## config.mk

```make
export PLATFORM = sky130hd
export DESIGN_NAME = fork_join_ctrl
export DESIGN_NICKNAME = d
export VERILOG_FILES = /design/src/rtl/fork_join_ctrl.sv
export SDC_FILE = /design/constraint.sdc
export NUM_CORES = 1
export LEC_CHECK = 0
export BUFFER_PORTS_ARGS = -buffer_cell sky130_fd_sc_hd__buf_2
export CELL_PAD_IN_SITES_DETAIL_PLACEMENT = 0
export CELL_PAD_IN_SITES_GLOBAL_PLACEMENT = 2
export CORE_MARGIN = 1.5
export CORE_UTILIZATION = 28
export CTS_BUF_LIST = sky130_fd_sc_hd__clkbuf_16
export CTS_CLUSTER_DIAMETER = 30
export CTS_CLUSTER_SIZE = 28
export DETAILED_ROUTE_END_ITERATION = 16
export PLACE_DENSITY_LB_ADDON = 0.1
export SLEW_MARGIN = 15
export SYNTH_ARGS = -nofsm -noshare
export SYNTH_HDL_FRONTEND = slang
export SYNTH_SLANG_ARGS = --single-unit
export TNS_END_PERCENT = 5
```

## constraint.sdc

```tcl
create_clock -name clk -period 1.7 [get_ports clk]
set_input_delay 0.51 -clock clk [delete_from_list [all_inputs] [get_ports clk]]
set_output_delay 0.51 -clock clk [all_outputs]
set_load 0.01 [all_outputs]
```

## src/rtl/fork_join_ctrl.sv

```systemverilog
// fork_join_ctrl
//   Fork/join sequencer. On start it launches a group of up to N_TASKS
//   parallel tasks, waits for them according to the captured join policy
//   (join_all / join_any / join_none), launches a single continuation, and
//   reports done once the continuation and every forked task have finished.
//
// Ports
//   clk          rising-edge clock
//   rst_n        synchronous active-low reset
//   start        one-cycle request to fork a group
//   mode         join policy, sampled with start (00 all, 01 any, 10 none, 11 all)
//   task_en      mask of tasks to launch, sampled with start
//   task_start   one-cycle launch pulse per enabled task
//   task_done    one-cycle completion pulse per task
//   next_start   one-cycle launch pulse of the continuation
//   next_done    one-cycle completion pulse of the continuation
//   pending      launched tasks not yet completed
//   busy         controller is not idle
//   done         one-cycle pulse when the whole group has completed
//   join_cycles  cycles spent waiting for the join of the last group (saturating)
//   err_busy     one-cycle pulse when start arrives while busy
module fork_join_ctrl #(
  parameter int N_TASKS = 2,
  parameter int CNT_W   = 16
) (
  input  logic               clk,
  input  logic               rst_n,
  input  logic               start,
  input  logic [1:0]         mode,
  input  logic [N_TASKS-1:0] task_en,
  output logic [N_TASKS-1:0] task_start,
  input  logic [N_TASKS-1:0] task_done,
  output logic               next_start,
  input  logic               next_done,
  output logic [N_TASKS-1:0] pending,
  output logic               busy,
  output logic               done,
  output logic [CNT_W-1:0]   join_cycles,
  output logic               err_busy
);

  typedef enum logic [2:0] {
    IDLE,
    LAUNCH,
    WAIT_JOIN,
    RUN_NEXT,
    WAIT_NEXT
  } state_t;

  localparam logic [1:0] MODE_ANY  = 2'b01;
  localparam logic [1:0] MODE_NONE = 2'b10;

  state_t             state;
  logic [1:0]         mode_cap;
  logic [N_TASKS-1:0] mask_cap;
  logic               next_seen;

  // Pending set as it will look after this cycle's completions are retired.
  logic [N_TASKS-1:0] pending_after;
  logic               join_ok;
  logic               next_ok;

  assign pending_after = pending & ~task_done;

  // join_any fires on any completion of a still-pending task, or immediately
  // when nothing was launched. Everything else (00 and 11) is join_all.
  always_comb begin
    join_ok = 1'b0;
    if (mode_cap == MODE_ANY) begin
      join_ok = ((pending & task_done) != '0) || (pending == '0);
    end else begin
      join_ok = (pending_after == '0);
    end
  end

  // A next_done arriving together with the final task_done completes the
  // group in that same cycle.
  assign next_ok = (next_seen || next_done) && (pending_after == '0);

  assign busy = (state != IDLE);

  // done and err_busy are decisions about the current cycle's inputs, so they
  // are decoded combinationally; both are held low while reset is asserted.
  assign done     = rst_n && (state == WAIT_NEXT) && next_ok;
  assign err_busy = rst_n && start && busy;

  always_ff @(posedge clk) begin
    if (!rst_n) begin
      state       <= IDLE;
      task_start  <= '0;
      next_start  <= '0;
      pending     <= '0;
      join_cycles <= '0;
      next_seen   <= 1'b0;
    end else begin
      task_start <= '0;
      next_start <= '0;
      case (state)
        IDLE: begin
          if (start) begin
            mode_cap    <= mode;
            mask_cap    <= task_en;
            join_cycles <= '0;
            next_seen   <= 1'b0;
            // Registered here so the pulse lines up with the LAUNCH cycle.
            task_start  <= task_en;
            state       <= LAUNCH;
          end
        end

        // task_done is ignored here: pending is loaded, not updated.
        LAUNCH: begin
          pending <= mask_cap;
          if (mode_cap == MODE_NONE) begin
            next_start <= 1'b1;
            state      <= RUN_NEXT;
          end else begin
            state <= WAIT_JOIN;
          end
        end

        // The exit cycle is counted as well.
        WAIT_JOIN: begin
          pending <= pending_after;
          if (join_cycles != '1) begin
            join_cycles <= join_cycles + CNT_W'(1);
          end
          if (join_ok) begin
            next_start <= 1'b1;
            state      <= RUN_NEXT;
          end
        end

        // Tasks left running by join_any / join_none keep retiring here.
        RUN_NEXT: begin
          pending <= pending_after;
          state   <= WAIT_NEXT;
        end

        WAIT_NEXT: begin
          pending <= pending_after;
          if (next_done) begin
            next_seen <= 1'b1;
          end
          if (next_ok) begin
            next_seen <= 1'b0;
            state     <= IDLE;
          end
        end

        default: begin
          state <= IDLE;
        end
      endcase
    end
  end

endmodule

```

Word-level counts from Yosys, hierarchy flattened
Cells that the tools add are included.
{"block": "totals", "reg_bits": 29, "latch_bits": 0, "ramBits": 0, "mem_bits_ro": 0, "word_cells": 61, "mem_count": 0}
{"block": "op_classes", "add_sub_neg": 1, "mul": 0, "div": 0, "order_cmp": 0, "eq_ne": 12, "shifts": 0, "n_mux": 17, "bitwise_logic": 3, "n_reduce_logical": 20}
{"cell": "two-way mux 16 bit", "count": 2}
{"cell": "case mux 16 bit (2 select lines)", "count": 1}
{"cell": "adder 16 x 1 -> 16 bit, second input constant", "count": 1}
{"cell": "!= test 16 bit, second input constant", "count": 1}
{"cell": "case mux 3 bit (5 select lines)", "count": 1}
{"cell": "AND reduction 3 bit", "count": 4}
{"cell": "two-way mux 3 bit", "count": 3}
{"cell": "!= test 2 bit, second input constant", "count": 4}
{"cell": "nonzero test 2 bit", "count": 4}
{"cell": "two-way mux 1 bit", "count": 7}
{"cell": "equality test 3 x 2 -> 1 bit, second input constant", "count": 2}
{"cell": "logical AND 1 bit", "count": 5}
{"cell": "AND 2 bit", "count": 2}
{"cell": "zero test 2 bit", "count": 2}
{"cell": "case mux 1 bit (2 select lines)", "count": 2}
{"cell": "case mux 2 bit (2 select lines)", "count": 1}
{"cell": "equality test 3 x 1 -> 1 bit, second input constant", "count": 1}
{"cell": "equality test 3 bit, second input constant", "count": 1}
{"cell": "zero test 3 bit", "count": 1}
{"cell": "!= test 3 bit, second input constant", "count": 1}
{"cell": "nonzero test 3 bit", "count": 1}
{"cell": "OR reduction 3 bit", "count": 1}
{"cell": "equality test 2 x 1 -> 1 bit, second input constant", "count": 1}
{"cell": "equality test 2 bit, second input constant", "count": 1}
{"cell": "2 further kinds", "count": 3}

Longest topological paths before layout
{"block": "logic_depth", "word_depth": 6, "depth_mapped": 8}

Worst setup path after synthesis
Ideal clock, no wire load.
{"block": "synth_timing", "path_type": "reg-to-reg", "start": "register join_cycles[0]", "end": "register join_cycles[13]", "setup_time_ps": 122, "arrival_time_ps": 1776, "t_required_ps": 1578, "slack_ps": -198, "path_stages_with_launch": 9, "path_buffers": 2, "synth_period_minus_slack_ps": 1898, "path_cell_list": "dfxtp_1 -> ha_1 -> and3_1 -> buf_2 -> nand4_4 -> o211a_1 -> buf_6 -> and3_1 -> a221o_1"}
{"block": "synth_via", "elab_chain_len": 3, "word_cells_on_any_way": 6, "cone_classes": "add/sub (1); eq/ne (2); mux (2); reduce/logical (1)"}
{"item": "start: declaration", "line_no": "38", "source": "output logic [CNT_W-1:0] join_cycles,"}
{"item": "start signal: assignment", "line_no": "126", "source": "join_cycles <= join_cycles + CNT_W'(1);"}
{"item": "adder 16 x 1 -> 16 bit or != test 16 bit (tied branches)", "line_no": "126, 125"}
{"item": "two-way mux 16 bit or != test 2 bit (tied branches)"}
{"item": "case mux 16 bit (2 select lines) or AND reduction 3 bit (tied branches)"}
Several ways; a longest one is shown, not always the timed one. The select of a mux whose other input is x is not followed.
A chain may end at the register's enable or synchronous reset.

Final worst setup path
{"block": "layout_timing", "start": "register state[0]", "end": "output port err_busy"}
{"block": "layout_via", "elab_chain_len": 2}
{"item": "start: declaration", "line_no": "53", "source": "state_t state;"}
{"item": "start signal: assignment", "line_no": "89", "source": "state <= IDLE;"}
{"item": "start signal: assignment", "line_no": "107", "source": "state <= LAUNCH;"}
{"item": "start signal: assignment", "line_no": "116", "source": "state <= RUN_NEXT;"}
{"item": "nonzero test 3 bit", "line_no": "80", "source": "assign busy = (state != IDLE);"}
{"item": "logical AND 1 bit", "line_no": "85", "source": "assign err_busy = rst_n && start && busy;"}
{"item": "end: declaration", "line_no": "39", "source": "output logic err_busy"}
No other way between the ends.

==> results.json <==
{
  "tightest_slew_ns": 0.378,
  "postCtsHoldBufs": 0,
  "grt_util_all_layers": 0.155,
  "ys_top_cells_by_count": "dfxtp_1 (25), nor2_1 (17), o21ai_0 (13), nand2_1 (12), nand3_1 (11)",
  "final-max-slew-violation-count": 0,
  "slew_headroom": 0.745,
  "cpPeakStageDelay_ns": 0.39,
  "gp_congestion": 0.881,
  "syn_area_um2": 1510,
  "ys_ff_latch": 29,
  "cp.arrival_ns": 1.27,
  "hold_violations": 0,
  "die_x_um": 76.4,
  "fillers": 543,
  "cts_tree": "built",
  "cts_buffers": 5,
  "wl_um": 4310,
  "async_reset_ff_frac": 0,
  "rsz0062_at_grt": "yes",
  "vias_per_cell": 4.97,
  "start_util": 0.293,
  "layout_min_cycle_time_ns": 1.78,
  "synth_edf_count": 4,
  "layout_setup_ws_ns": -0.0829,
  "crit_fanout": 3,
  "antenna_found_initial": 0,
  "syn_inst": 173,
  "fmax_mhz": 561,
  "p_leak_uw": 0.00105,
  "place_hpwl_um": 3290,
  "yosys-top-cells-area": "dfxtp_1 (33%), edfxtp_1 (8.0%), o21ai_0 (4.3%)",
  "cts.path.max_buffers": 2,
  "power_density_nw_per_um2": 974,
  "synth_cell_types": 45,
  "crit_path_start_kind": "flop",
  "min_path_type": "primary input to flop",
  "cp_slowest_cell": "or3_4",
  "required_ns": 1.19,
  "failed_checks": "setup timing",
  "drtIter0Drc": 99,
  "die_y_um": 76.4,
  "synth.most_common_cell": "dfxtp_1",
  "synth_top_area_share": 0.332,
  "drive_above_1_share": 0.455,
  "ys_warn_count": 0,
  "grt_pass1_wl_um": 7240,
  "finClkSkew_ns": 0.00699,
  "htree_num_levels": 2,
  "grt_pass1_vias": 1585,
  "vias": 1572,
  "drtPass1Iterations": 4,
  "grt_max_degree": 11,
  "synth_ff_type": "dfxtp_1",
  "clock_latency_ns": 0.27,
  "syn_avg_cell_area_um2": 8.71,
  "timing.final.crit_share": 1.05,
  "post_drt_wl_per_cell_um": 13.6,
  "endpoint_kind": "primary output",
  "ir_drop_mv": 0.424,
  "ant_nets": 0,
  "setup_viol": 2,
  "num_io_pins": 34,
  "area_delta_synth_final_pct": 51.7,
  "io_buffers": 33,
  "cts.clk_slew.worst_paths_ns": 0.05,
  "num_rows": 26,
  "cap_violations": 0,
  "overflow": 0,
  "clock_sinks": 29,
  "syn-num-nets": 184,
  "drc": 0,
  "status": "finished, violations left",
  "diodes": 0,
  "fp.coreArea_um2": 5140,
  "ys_seq_area_frac": 0.412,
  "crit_chain": "or3_4 -> nor2b_4 -> buf_2",
  "power_uw": 2230,
  "worstSetupPathType": "flop to primary output",
  "cts-root-buf": "clkbuf_16",
  "dp_slack_ns": -0.149,
  "finalNetCount": 256,
  "post-synth-top-area-cell": "dfxtp_1",
  "die-area_um2": 5830
}
layer usage:
layer / track usage / vias up / wire, um
li1: - / 788 / -
met1: 0.205 / 739 / 2110
met2: 0.256 / 40 / 1960
met3: 0.0395 / 5 / 217
met4: 0.0315 / 0 / 23
met5: 0 / - / 0
critical path: cells and delay by family, from the launching register on:
family                 cells  cell delay, ns
AND/OR/NAND/NOR            2            0.52
flip-flops                 1            0.34
buffers and inverters      1            0.13
flip-flops by register name, indices dropped and copies added (netlist names):
name         flops
mode_cap         2
join_cycles     16
state            3
mask_cap         2
pending          2
task_start       2
next_start       1
next_seen        1
through the flow:
stage	TNS, ns	area (um2)	cells	hold WS [ns]	util
3_5_place_dp	-0.180	2020	304	0.500	0.394
2_1_floorplan	-0.260	1540	173	0.499	-
3_3_place_gp	-0.146	2020	304	0.488	0.394
4_1_cts	-0.148	2240	316	0.403	0.436
6_report	-0.130	2290	316	0.410	0.445
5_1_grt	-0.241	2290	316	0.409	0.445
logic make-up (layout without fill, tap and decap cells):
logic type / Yosys count / count (layout) / share of synthesized area
flip-flops: 29 / 29 / 0.412
multiplexers: 2 / 2 / 0.0149
AND/OR/NAND/NOR: 80 / 80 / 0.298
buffers and inverters: 12 / 85 / 0.0374
XOR/XNOR: 2 / 2 / 0.0116
AO/OA/AOI/OAI: 47 / 47 / 0.218
adder cells (fa/ha/maj): 1 / 1 / 0.00830
placed cells by master (no fill, tap or decap), types with 2 or more instances in the layout:
cell type   n
buf_4      42
buf_2      33
dfxtp_1    20
nor2_1     16
o21ai_0    13
nand2_1    12
nand3_1    11
a21oi_1     7
clkbuf_16   6
a31oi_1     5
and4_1      4
and2_1      4
nor3_1      4
nand4_1     4
dfxtp_4     4
edfxtp_1    4
nor2b_1     3
and3_1      3
nor2b_4     2
o21a_1      2
a22o_2      2
mux2_2      2
inv_1       2
o22ai_1     2
a221o_1     2
o211a_1     2
and3_2      2
o211ai_1    2
final timing paths:
path         cells past startpoint           start  slack (ns)              to
max reg2reg                      6  join_cycles[1]        0.07  join_cycles[2]
max                              3        state[0]       -0.08        err_busy
min reg2reg                      1  join_cycles[3]        0.50  join_cycles[3]
min                              1         mode[1]        0.41     mode_cap[1]
power breakdown:
group	switching, uW	leakage (uW)	internal, uW
registers	32.9	0.000243	742
logic	276	0.000727	249
clock network	303	0.0000832	622
total	612	0.00105	1610
layout make-up:
type	count	area, um2	share of cell area
flip-flops and latches	29	637	0.279
well taps	70	87.6	0.0383
inverters	1	3.75	0.00164
multi-input cells	132	907	0.397
repair buffers	76	492	0.215
clock inverters	2	8.76	0.00383
clock buffers	6	150	0.0657
what timing repair did:
action	4_1_cts	5_1_grt
pin swaps	3	5
setup endpoints to repair	7	10
setup buffers	4	0
resized for setup	10	11
No activity file was read; power rests on OpenSTA's default activity.
